==> src/rtl/dac_pkg.sv <==
// Shared types and helpers for the DAC upsampling interpolator.
package dac_pkg;

    typedef enum logic [1:0] {
        StIdle,
        StRun,
        StHold
    } dac_state_e;

    localparam int unsigned DAC_BW = 16;

    // Accumulator holds sample << osr_log2 plus one sign-guard bit.
    function automatic int unsigned acc_width(input int unsigned bw, input int unsigned osr_log2);
        return bw + osr_log2 + 1;
    endfunction

endpackage

==> src/rtl/dac_interp_if.sv <==
// Sample-in / DAC-word-out bundle between the PCM producer and the interpolator.
interface dac_interp_if
    import dac_pkg::*;
#(
    parameter int unsigned BW = DAC_BW
);

    logic [BW-1:0] smp_i;
    logic          smp_valid_i;
    logic          smp_ready_o;
    logic [BW-1:0] dac_o;
    logic          underrun_o;

    modport master (
        output smp_i,
        output smp_valid_i,
        input  smp_ready_o,
        input  dac_o,
        input  underrun_o
    );

    modport slave (
        input  smp_i,
        input  smp_valid_i,
        output smp_ready_o,
        output dac_o,
        output underrun_o
    );

endinterface

==> src/rtl/dac_smp_fifo.sv <==
// Small synchronous sample FIFO; Depth must be a power of two so pointers wrap naturally.
module dac_smp_fifo #(
    parameter  int unsigned Width = 16,
    parameter  int unsigned Depth = 2,
    localparam int unsigned PtrW  = (Depth > 1) ? $clog2(Depth) : 1,
    localparam int unsigned CntW  = PtrW + 1
) (
    input  logic             clk_i,
    input  logic             rst_i,
    input  logic             push,
    input  logic             pop,
    input  logic [Width-1:0] wdata,
    output logic [Width-1:0] head,
    output logic [CntW-1:0]  count,
    output logic             full,
    output logic             empty
);

    logic [Width-1:0] mem_q [Depth];
    logic [PtrW-1:0]  wr_ptr_q, rd_ptr_q;
    logic [CntW-1:0]  count_q, count_d;
    logic             do_push, do_pop;

    assign full    = (count_q == CntW'(Depth));
    assign empty   = (count_q == '0);
    assign do_push = push && !full;
    assign do_pop  = pop && !empty;
    assign head    = mem_q[rd_ptr_q];
    assign count   = count_q;

    always_comb begin
        count_d = count_q;
        unique case ({do_push, do_pop})
            2'b10:   count_d = count_q + CntW'(1);
            2'b01:   count_d = count_q - CntW'(1);
            default: count_d = count_q;
        endcase
    end

    always_ff @(posedge clk_i) begin
        if (rst_i) begin
            wr_ptr_q <= '0;
            rd_ptr_q <= '0;
            count_q  <= '0;
        end else begin
            if (do_push) wr_ptr_q <= wr_ptr_q + PtrW'(1);
            if (do_pop)  rd_ptr_q <= rd_ptr_q + PtrW'(1);
            count_q <= count_d;
        end
    end

    always_ff @(posedge clk_i) begin
        if (do_push) mem_q[wr_ptr_q] <= wdata;
    end

endmodule

==> src/rtl/dac_interp.sv <==
// Linear upsampling interpolator feeding the delta-sigma modulator: one output word per clock,
// ramping from prev to cur over 2^OSR_LOG2 cycles, holding the last sample on starvation.
module dac_interp
    import dac_pkg::*;
#(
    parameter int unsigned BW         = DAC_BW,
    parameter int unsigned OSR_LOG2   = 6,
    parameter int unsigned FIFO_DEPTH = 2
) (
    input  logic       clk_i,
    input  logic       rst_i,
    dac_interp_if.slave bus
);

    localparam int unsigned AccW = acc_width(BW, OSR_LOG2);
    localparam int unsigned CntW = $clog2(FIFO_DEPTH) + 1;

    logic [OSR_LOG2-1:0]   ph_q;
    logic                  boundary;
    dac_state_e            state_q, state_d;
    logic signed [BW-1:0]  prev_q, prev_d, cur_q, cur_d;
    logic signed [BW:0]    delta;
    logic signed [AccW-1:0] acc_q, acc_d, delta_ext, cur_shl;
    logic                  underrun_q, underrun_d;

    logic                  ready, push, pop;
    logic [BW-1:0]         fifo_head;
    logic [CntW-1:0]       fifo_count;
    logic                  fifo_empty;
    logic                  unused_full;
    logic                  unused_acc;

    // Ready comes from the registered count only, never from this cycle's pop.
    assign ready = !rst_i && (fifo_count < CntW'(FIFO_DEPTH));
    assign push  = bus.smp_valid_i && ready;

    dac_smp_fifo #(
        .Width (BW),
        .Depth (FIFO_DEPTH)
    ) u_fifo (
        .clk_i (clk_i),
        .rst_i (rst_i),
        .push  (push),
        .pop   (pop),
        .wdata (bus.smp_i),
        .head  (fifo_head),
        .count (fifo_count),
        .full  (unused_full),
        .empty (fifo_empty)
    );

    assign boundary  = &ph_q;
    assign delta     = {cur_q[BW-1], cur_q} - {prev_q[BW-1], prev_q};
    assign delta_ext = {{OSR_LOG2{delta[BW]}}, delta};
    assign cur_shl   = {cur_q[BW-1], cur_q, {OSR_LOG2{1'b0}}};

    always_comb begin
        state_d    = state_q;
        prev_d     = prev_q;
        cur_d      = cur_q;
        acc_d      = acc_q + delta_ext;
        underrun_d = underrun_q;
        pop        = 1'b0;
        if (boundary) begin
            // Restarting from cur << L keeps the ramp exact with no accumulated drift.
            prev_d = cur_q;
            acc_d  = cur_shl;
            if (!fifo_empty) begin
                pop     = 1'b1;
                cur_d   = fifo_head;
                state_d = StRun;
            end else if (state_q == StRun) begin
                state_d    = StHold;
                underrun_d = 1'b1;
            end
        end
    end

    always_ff @(posedge clk_i) begin
        if (rst_i) begin
            ph_q       <= '0;
            state_q    <= StIdle;
            prev_q     <= '0;
            cur_q      <= '0;
            acc_q      <= '0;
            underrun_q <= 1'b0;
        end else begin
            ph_q       <= ph_q + OSR_LOG2'(1);
            state_q    <= state_d;
            prev_q     <= prev_d;
            cur_q      <= cur_d;
            acc_q      <= acc_d;
            underrun_q <= underrun_d;
        end
    end

    // acc always lies between prev << L and cur << L, so the top guard bit is redundant.
    assign bus.dac_o       = acc_q[OSR_LOG2 +: BW];
    assign bus.underrun_o  = underrun_q;
    assign bus.smp_ready_o = ready;
    assign unused_acc      = ^{acc_q[AccW-1], acc_q[OSR_LOG2-1:0]};

endmodule

==> src/flat_wrapper.sv <==
// flat-port wrapper written by rule: the top's interface ports become plain ports
module dac_interp_flat import dac_pkg::*;
#(
    parameter int unsigned BW         = DAC_BW,
    parameter int unsigned OSR_LOG2   = 6,
    parameter int unsigned FIFO_DEPTH = 2
)
  (clk_i, rst_i, bus_smp_i, bus_smp_valid_i, bus_smp_ready_o, bus_dac_o, bus_underrun_o);
  dac_interp_if #(.BW(BW)) bus_i ();
  input  logic clk_i;
  input  logic rst_i;
  input wire logic [$bits(bus_i.smp_i)-1:0] bus_smp_i;
  input wire logic [$bits(bus_i.smp_valid_i)-1:0] bus_smp_valid_i;
  output wire logic [$bits(bus_i.smp_ready_o)-1:0] bus_smp_ready_o;
  output wire logic [$bits(bus_i.dac_o)-1:0] bus_dac_o;
  output wire logic [$bits(bus_i.underrun_o)-1:0] bus_underrun_o;
  assign bus_i.smp_i = bus_smp_i;
  assign bus_i.smp_valid_i = bus_smp_valid_i;
  assign bus_smp_ready_o = bus_i.smp_ready_o;
  assign bus_dac_o = bus_i.dac_o;
  assign bus_underrun_o = bus_i.underrun_o;
  dac_interp #(.BW(BW), .OSR_LOG2(OSR_LOG2), .FIFO_DEPTH(FIFO_DEPTH)) u_core (.clk_i(clk_i), .rst_i(rst_i), .bus(bus_i));
endmodule
==> config.mk <==
export PLATFORM = sky130hd
export DESIGN_NAME = dac_interp_flat
export DESIGN_NICKNAME = d
export VERILOG_FILES = /design/src/rtl/dac_pkg.sv /design/src/rtl/dac_interp_if.sv /design/src/rtl/dac_smp_fifo.sv /design/src/rtl/dac_interp.sv /design/src/flat_wrapper.sv
export SDC_FILE = /design/constraint.sdc
export NUM_CORES = 1
export LEC_CHECK = 0
export CAP_MARGIN = 15
export CORE_ASPECT_RATIO = 1.25
export CORE_MARGIN = 5
export CORE_UTILIZATION = 59
export CTS_CLUSTER_SIZE = 24
export DETAILED_ROUTE_END_ITERATION = 12
export PLACE_DENSITY = 0.79
export SYNTH_ARGS = -nofsm -noshare
export SYNTH_HDL_FRONTEND = slang
export SYNTH_SLANG_ARGS = --single-unit
export TNS_END_PERCENT = 100
==> constraint.sdc <==
create_clock -name clk_i -period 3.53 [get_ports clk_i]
set_input_delay 0.5295 -clock clk_i [delete_from_list [all_inputs] [get_ports clk_i]]
set_output_delay 0.5295 -clock clk_i [all_outputs]
set_load 0.01 [all_outputs]
======== Word-level counts from Yosys, hierarchy flattened ========
Memory sizes are Yosys's and may differ from the RTL's. A register that Yosys moved wholly into a read port is not among the register bits.
Index checks and enable logic that the tools add are counted.
storage, ports and cells
  bits of input ports ..................... 19
  memories ................................ 1
  output and inout port bits .............. 18
  word-level logic and storage cells ...... 46
  flip-flop bits (word level) ............. 52
  bits in writable memories ............... 32
operators by class
  bitwise gates (word level) .............. 1
  mux-type cells .......................... 8
  reduce and logical (&&, ||, !) cells .... 14
  equal/unequal tests ..................... 5
  order comparisons ....................... 1
  add/subtract/negate cells ............... 7
memory list
  name                 depth  width  rd ports  clocked after Yosys merged registers in  write ports  RTL line            text
  u_core.u_fifo.mem_q  2      16     1         1                                        1            dac_smp_fifo.sv:19  logic [Width-1:0] mem_q [Depth];
operators by type and width
  cell                 count
  $add 23x17->23       1
  $mux 23              1
  $sub 16x16->17       1
  $reduce_and 7->1     2
  $reduce_and 8->1     1
  $add 6x1->6 const B  1
  $reduce_and 6->1     1
  $eq 2x1->1 const B   2
  $eq 2x2->1 const B   2
  $logic_and 1x1->1    4
  $mux 1               4
  $mux 2               2
  $pmux 2 s2           1
  $logic_not 1->1      3
  $add 1x1->1 const B  2
  $add 2x1->2 const B  1
  $logic_not 2->1      1
  $lt 2x2->1 const B   1
  $ne 2x2->1 const B   1
  $reduce_bool 2->1    1
  $reduce_or 2->1      1
  $sub 2x1->2 const B  1
  $not 1->1            1

======== Depth between registers and ports, before layout ========
  depth in word-level cells ............... 6
  gate-level depth with buffers ........... 13
  mapped depth without buffers ............ 13

======== Hierarchy ========
A second synthesis with hierarchy kept.
unflattened totals
  cells, all modules ...................... 573
  area total of the unflattened synthesis .. 5315.1 sq um
by module, submodules not included
  module        area an instance (sq um)  instances  cells each  sequential area each (sq um)
  dac_interp    3940.0                    1          497         1261.2
  dac_smp_fifo  1375.1                    1          76          1061.0

======== Least setup slack after synthesis ========
Ideal clock, no wire load.
  path type ............................... register to register
  start ................................... reg u_core.cur_q[15] (read register of u_core.u_fifo.mem_q)
  end ..................................... reg u_core.acc_q[19]
  library setup time ...................... 119 ps
  stages on the path, launching flop included .. 13
  clock period less this slack ............ 2666 ps
  required time ........................... 3411 ps
  arrival ................................. 2547 ps
  buffers on the path ..................... 1
  slack ................................... 864 ps
  cells stage by stage .................... dfxtp_1 > inv_1 > fa_1 > inv_1 > ha_1 > clkbuf_1 > a21o_1 > a21oi_1 > o21ai_0 > a31o_2 > a31oi_1 > xor2_1 > o21ai_1
between the ends
  cells in the longest elaborated chain, start to end .. 3
RTL lines
  what                    RTL line          text
  start: declaration      dac_interp.sv:21  logic signed [BW-1:0] prev_q, prev_d, cur_q, cur_d;
  $sub 16x16->17          dac_interp.sv:53  assign delta = {cur_q[BW-1], cur_q} - {prev_q[BW-1], prev_q};
  $add 23x17->23          dac_interp.sv:61  acc_d = acc_q + delta_ext;
  $mux 23                 dac_interp.sv:64  if (boundary) begin
  end signal: assignment  dac_interp.sv:85  acc_q <= '0;
  end signal: assignment  dac_interp.sv:92  acc_q <= acc_d;
  end: declaration        dac_interp.sv:23  logic signed [AccW-1:0] acc_q, acc_d, delta_ext, cur_shl;
No other way between the ends.
A chain may end at the register's enable or synchronous reset.

======== Worst setup path after layout ========
  start ................................... reg u_core.cur_q[15] (read register of u_core.u_fifo.mem_q)
  end ..................................... reg u_core.acc_q[16]
The elaborated chain is that of the path after synthesis.

==> metrics.md <==
| Metric | Value |
|---|---|
| TritonCTS Buffers | 9 |
| CP Buf/Inv Count | 2 |
| Initial antenna violation count | 0 |
| Final #Nets | 647 |
| Leakage | 2.305 nW |
| IO buf count | 36 |
| Max-slew headroom | 37.39% |
| # IOs | 37 |
| Synth warn | 0 |
| Worst VDD drop | 0.3298 mV |
| Clk pin slew, worst setup/hold paths | 0.09 ns |
| Die W | 95.06 um |
| Initial core utilization | 60.98% |
| Core region area | 0.008748 sq mm |
| Synth Flop Type | dfxtp_1 |
| # rows | 38 |
| Post-Synthesis Cells | 570 |
| Worst setup EP type | flip-flop |
| Largest net degree at the start of global routing | 61 |
| CP max stage cell | fa_1 |
| Tightest Hold Check Type | flip-flop to flip-flop |
| Final Setup Violations | 0 |
| Critical path peak fanout | 8 |
| Most frequent CP cell | inv_1 |
| Power consumption | 3.416 mW |
| EDFF count, synth | 32 |
| Hold Vio Cnt, Final | 0 |
| DRT Pass-1 Iters | 5 |
| Place WS | 0.5279 ns |
| Synth Area in Adders | 13.51% |
| PwrDens | 578.8 mW/mm^2 |
| CTS root buf | clkbuf_8 |
| DR iter-0 viols | 270 |
| Yosys cell types | 50 |
| R2r setup slk | 0.44 ns |
| CTS sink cnt | 99 |
| FF+latch count, synth | 99 |
| Final worst slack | 0.4420 ns |
| Routability Congestion | 0.9150 |
| Max-cap viol count | 0 |
| Detailed placement HPWL | 7740 um |
| Post-DRT Antenna Nets | 0 |
| Synth Area in Compound Gates | 14.14% |
| Worst EP arrival | 3.35 ns |
| Post-CTS Resized | 0 |
| H-Tree Depth | 3 |
| Via count | 3857 |
| Tmin final | 3.088 ns |
| Clk Latency, worst-skew pair | 0.37 ns |
| Sequential share of the synthesized area | 43.15% |
| Synth Net Count | 634 |
| CTS Hold Bufs | 0 |
| Full die area | 0.01106 sq mm |
| DRT Wirelength | 10570 um |
| Die height | 116.3 um |
| Max-slew violations | 0 |
| Sum Neg Setup Slack | 0 ns |
| First-pass GRT wire length | 17810 um |
| Xor-xnor portion of the synthesized cell area | 4.268% |
| Simple-gate area share of the yosys netlist | 11.89% |
| Post-CTS Setup Inserts | 0 |
| Wire length per cell | 14.95 um |
| Remaining Overflow, GRT | 0 |
| Fin crit share | 87.48% |
| Via density | 5.455 |
| Slowest cell delay on critical path | 0.56 ns |
| Diode count | 0 |
| CP Launch Type | flip-flop |
| Post-synthesis mux area share | 3.002% |
| CP top delay family | adder cells |
| Area after DPL | 0.005672 sq mm |
| WP data required | 3.79 ns |
| WS Path Type | flip-flop to flip-flop |
| Status | completed |
| Worst-path cell chain | inv_1 > fa_1 > inv_1 > ha_1 > a21oi_1 > o21ai_1 > nor4_1 > nor2_1 > xnor2_1 > a211oi_1 |
| RSZ-0062 raised after global routing | no |
| Hold WS | 0.4674 ns |
| Post-route cell area | 0.005902 sq mm |
| Async S/R FF share, synth | 0% |
| CTS max path bufs | 2 |
| Syn Std Cell Area | 0.005335 sq mm |
| Drt drc | 0 |
| Least-Margin Pin Slew | 0.9378 ns |
| Vias in the first global route | 3875 |
| Skew final | 0.009757 ns |
| Largest family of logic cells by synthesized area | compound AO/OA/AOI/OAI gates |
| Total GRT Usage | 20.82% |
| TritonCTS clock tree | built |
| Layout cell share with drive strength beyond 1 | 4.940% |
| Syn_area_per_cell | 9.360 sq um |
| Area grow syn2layout | 10.62% |
| Fmax | 323.8 MHz |
[synth_stat cells, types with 2 or more instances]
| master | count | area (sq um) |
|---|---|---|
| inv_1 | 87 | 326.6 |
| dfxtp_1 | 67 | 1341 |
| nand2_1 | 58 | 217.7 |
| nor2_1 | 46 | 172.7 |
| a21oi_1 | 40 | 200.2 |
| edfxtp_1 | 32 | 960.9 |
| ha_1 | 24 | 300.3 |
| fa_1 | 21 | 420.4 |
| a211oi_1 | 18 | 135.1 |
| clkbuf_1 | 18 | 67.56 |
| buf_4 | 16 | 120.1 |
| mux2i_1 | 16 | 160.2 |
| xnor2_1 | 16 | 140.1 |
| nand3_1 | 12 | 60.06 |
| a21o_1 | 10 | 75.07 |
| xor2_1 | 10 | 87.58 |
| o21ai_0 | 9 | 45.04 |
| o21ai_1 | 7 | 35.03 |
| and3_1 | 6 | 37.54 |
| nor3_1 | 5 | 25.02 |
| a31oi_1 | 4 | 25.02 |
| or3_1 | 4 | 25.02 |
| buf_1 | 3 | 11.26 |
| nand4_1 | 3 | 18.77 |
| nor2b_1 | 3 | 18.77 |
| o31ai_1 | 3 | 22.52 |
| a211o_1 | 2 | 17.52 |
| and2_1 | 2 | 12.51 |
| buf_2 | 2 | 10.01 |
| nand2b_1 | 2 | 12.51 |
| nor4_1 | 2 | 12.51 |
| o21ai_2 | 2 | 17.52 |
| o21bai_1 | 2 | 15.01 |
| o22ai_1 | 2 | 12.51 |
[sequential cells by signal, summed over array words and instances, names as in the netlist]
name	cells
u_core.u_fifo.mem_q	32
u_core.acc_q	22
u_core.cur_q	16
u_core.prev_q	16
u_core.ph_q	6
u_core.state_q	2
u_core.u_fifo.count	2
u_core.bus.underrun_o	1
u_core.u_fifo.rd_ptr_q	1
u_core.u_fifo.wr_ptr_q	1
[through the flow]
stage               instances  utilization [%]
floorplan                 570                -
global placement          692            64.83
detailed placement        692            64.83
CTS                       707            67.46
global route              707            67.46
finish                    707            67.46
[path summary, 6_finish.rpt]
kind,start,endpoint,cells past startpoint
worst max-delay path,u_core.cur_q[15],u_core.acc_q[16],10
worst max register to register,u_core.cur_q[15],u_core.acc_q[16],10
worst min register to register,u_core.ph_q[0],u_core.ph_q[0],1
worst min-delay path,u_core.ph_q[0],u_core.ph_q[0],1
[cell families after synthesis]
logic type                 Yosys count
muxes                               16
AOI/OAI and AO/OA                  112
xor gates and xnor gates            26
buffers and inverters              126
and+or+nand+nor                    146
DFF                                 99
adders and majority gates           45
[report_power, final]
part           total [mW]  leakage, nW  switching (mW)  internal (mW)
logic                1.29         1.35           0.732          0.556
clock network       0.847        0.114           0.379          0.467
registers            1.28        0.837          0.0341           1.25
total                3.42         2.31            1.15           2.27
[cell type report]
type / count / area (sq um)
Fill cell: 726 / 2846
Inverter: 87 / 326.6
Sequential cell: 99 / 2302
Multi-Input combinational cell: 345 / 2500
Tap cell: 120 / 150.1
Clock inverter: 5 / 102.6
Clock buffer: 10 / 127.6
Timing Repair Buffer: 41 / 392.9
[cell usage in the layout (no fill, tap or decap), drive strengths merged, types with 3 or more instances in the layout]
| cell | netlist | layout |
|---|---|---|
| nand2 | 58 | 58 |
| nor2b | 3 | 3 |
| or3 | 4 | 4 |
| nor3 | 5 | 5 |
| xor2 | 10 | 10 |
| nor2 | 46 | 46 |
| buf | 21 | 6 |
| a31oi | 5 | 5 |
| ha | 24 | 24 |
| inv | 87 | 88 |
| and3 | 6 | 6 |
| a21oi | 41 | 41 |
| xnor2 | 16 | 16 |
| mux2i | 16 | 16 |
| bufinv | 0 | 3 |
| clkbuf | 18 | 10 |
| nand3 | 12 | 12 |
| o31ai | 3 | 3 |
| nand4 | 3 | 3 |
| a211oi | 18 | 18 |
| fa | 21 | 21 |
| edfxtp | 32 | 32 |
| clkdlybuf4s50 | 0 | 35 |
| o21ai | 18 | 18 |
| a21o | 10 | 10 |
| dfxtp | 67 | 67 |
[per-layer routing]
metal	GRT usage (%)	vias up	share of wire [%]
met5	0	-	0
met4	10.20	0	2.8
met3	2.835	25	4.8
met2	35.37	120	50
met1	26.07	1817	43
li1	-	1895	-
No activity file was read; power rests on OpenSTA's default activity.
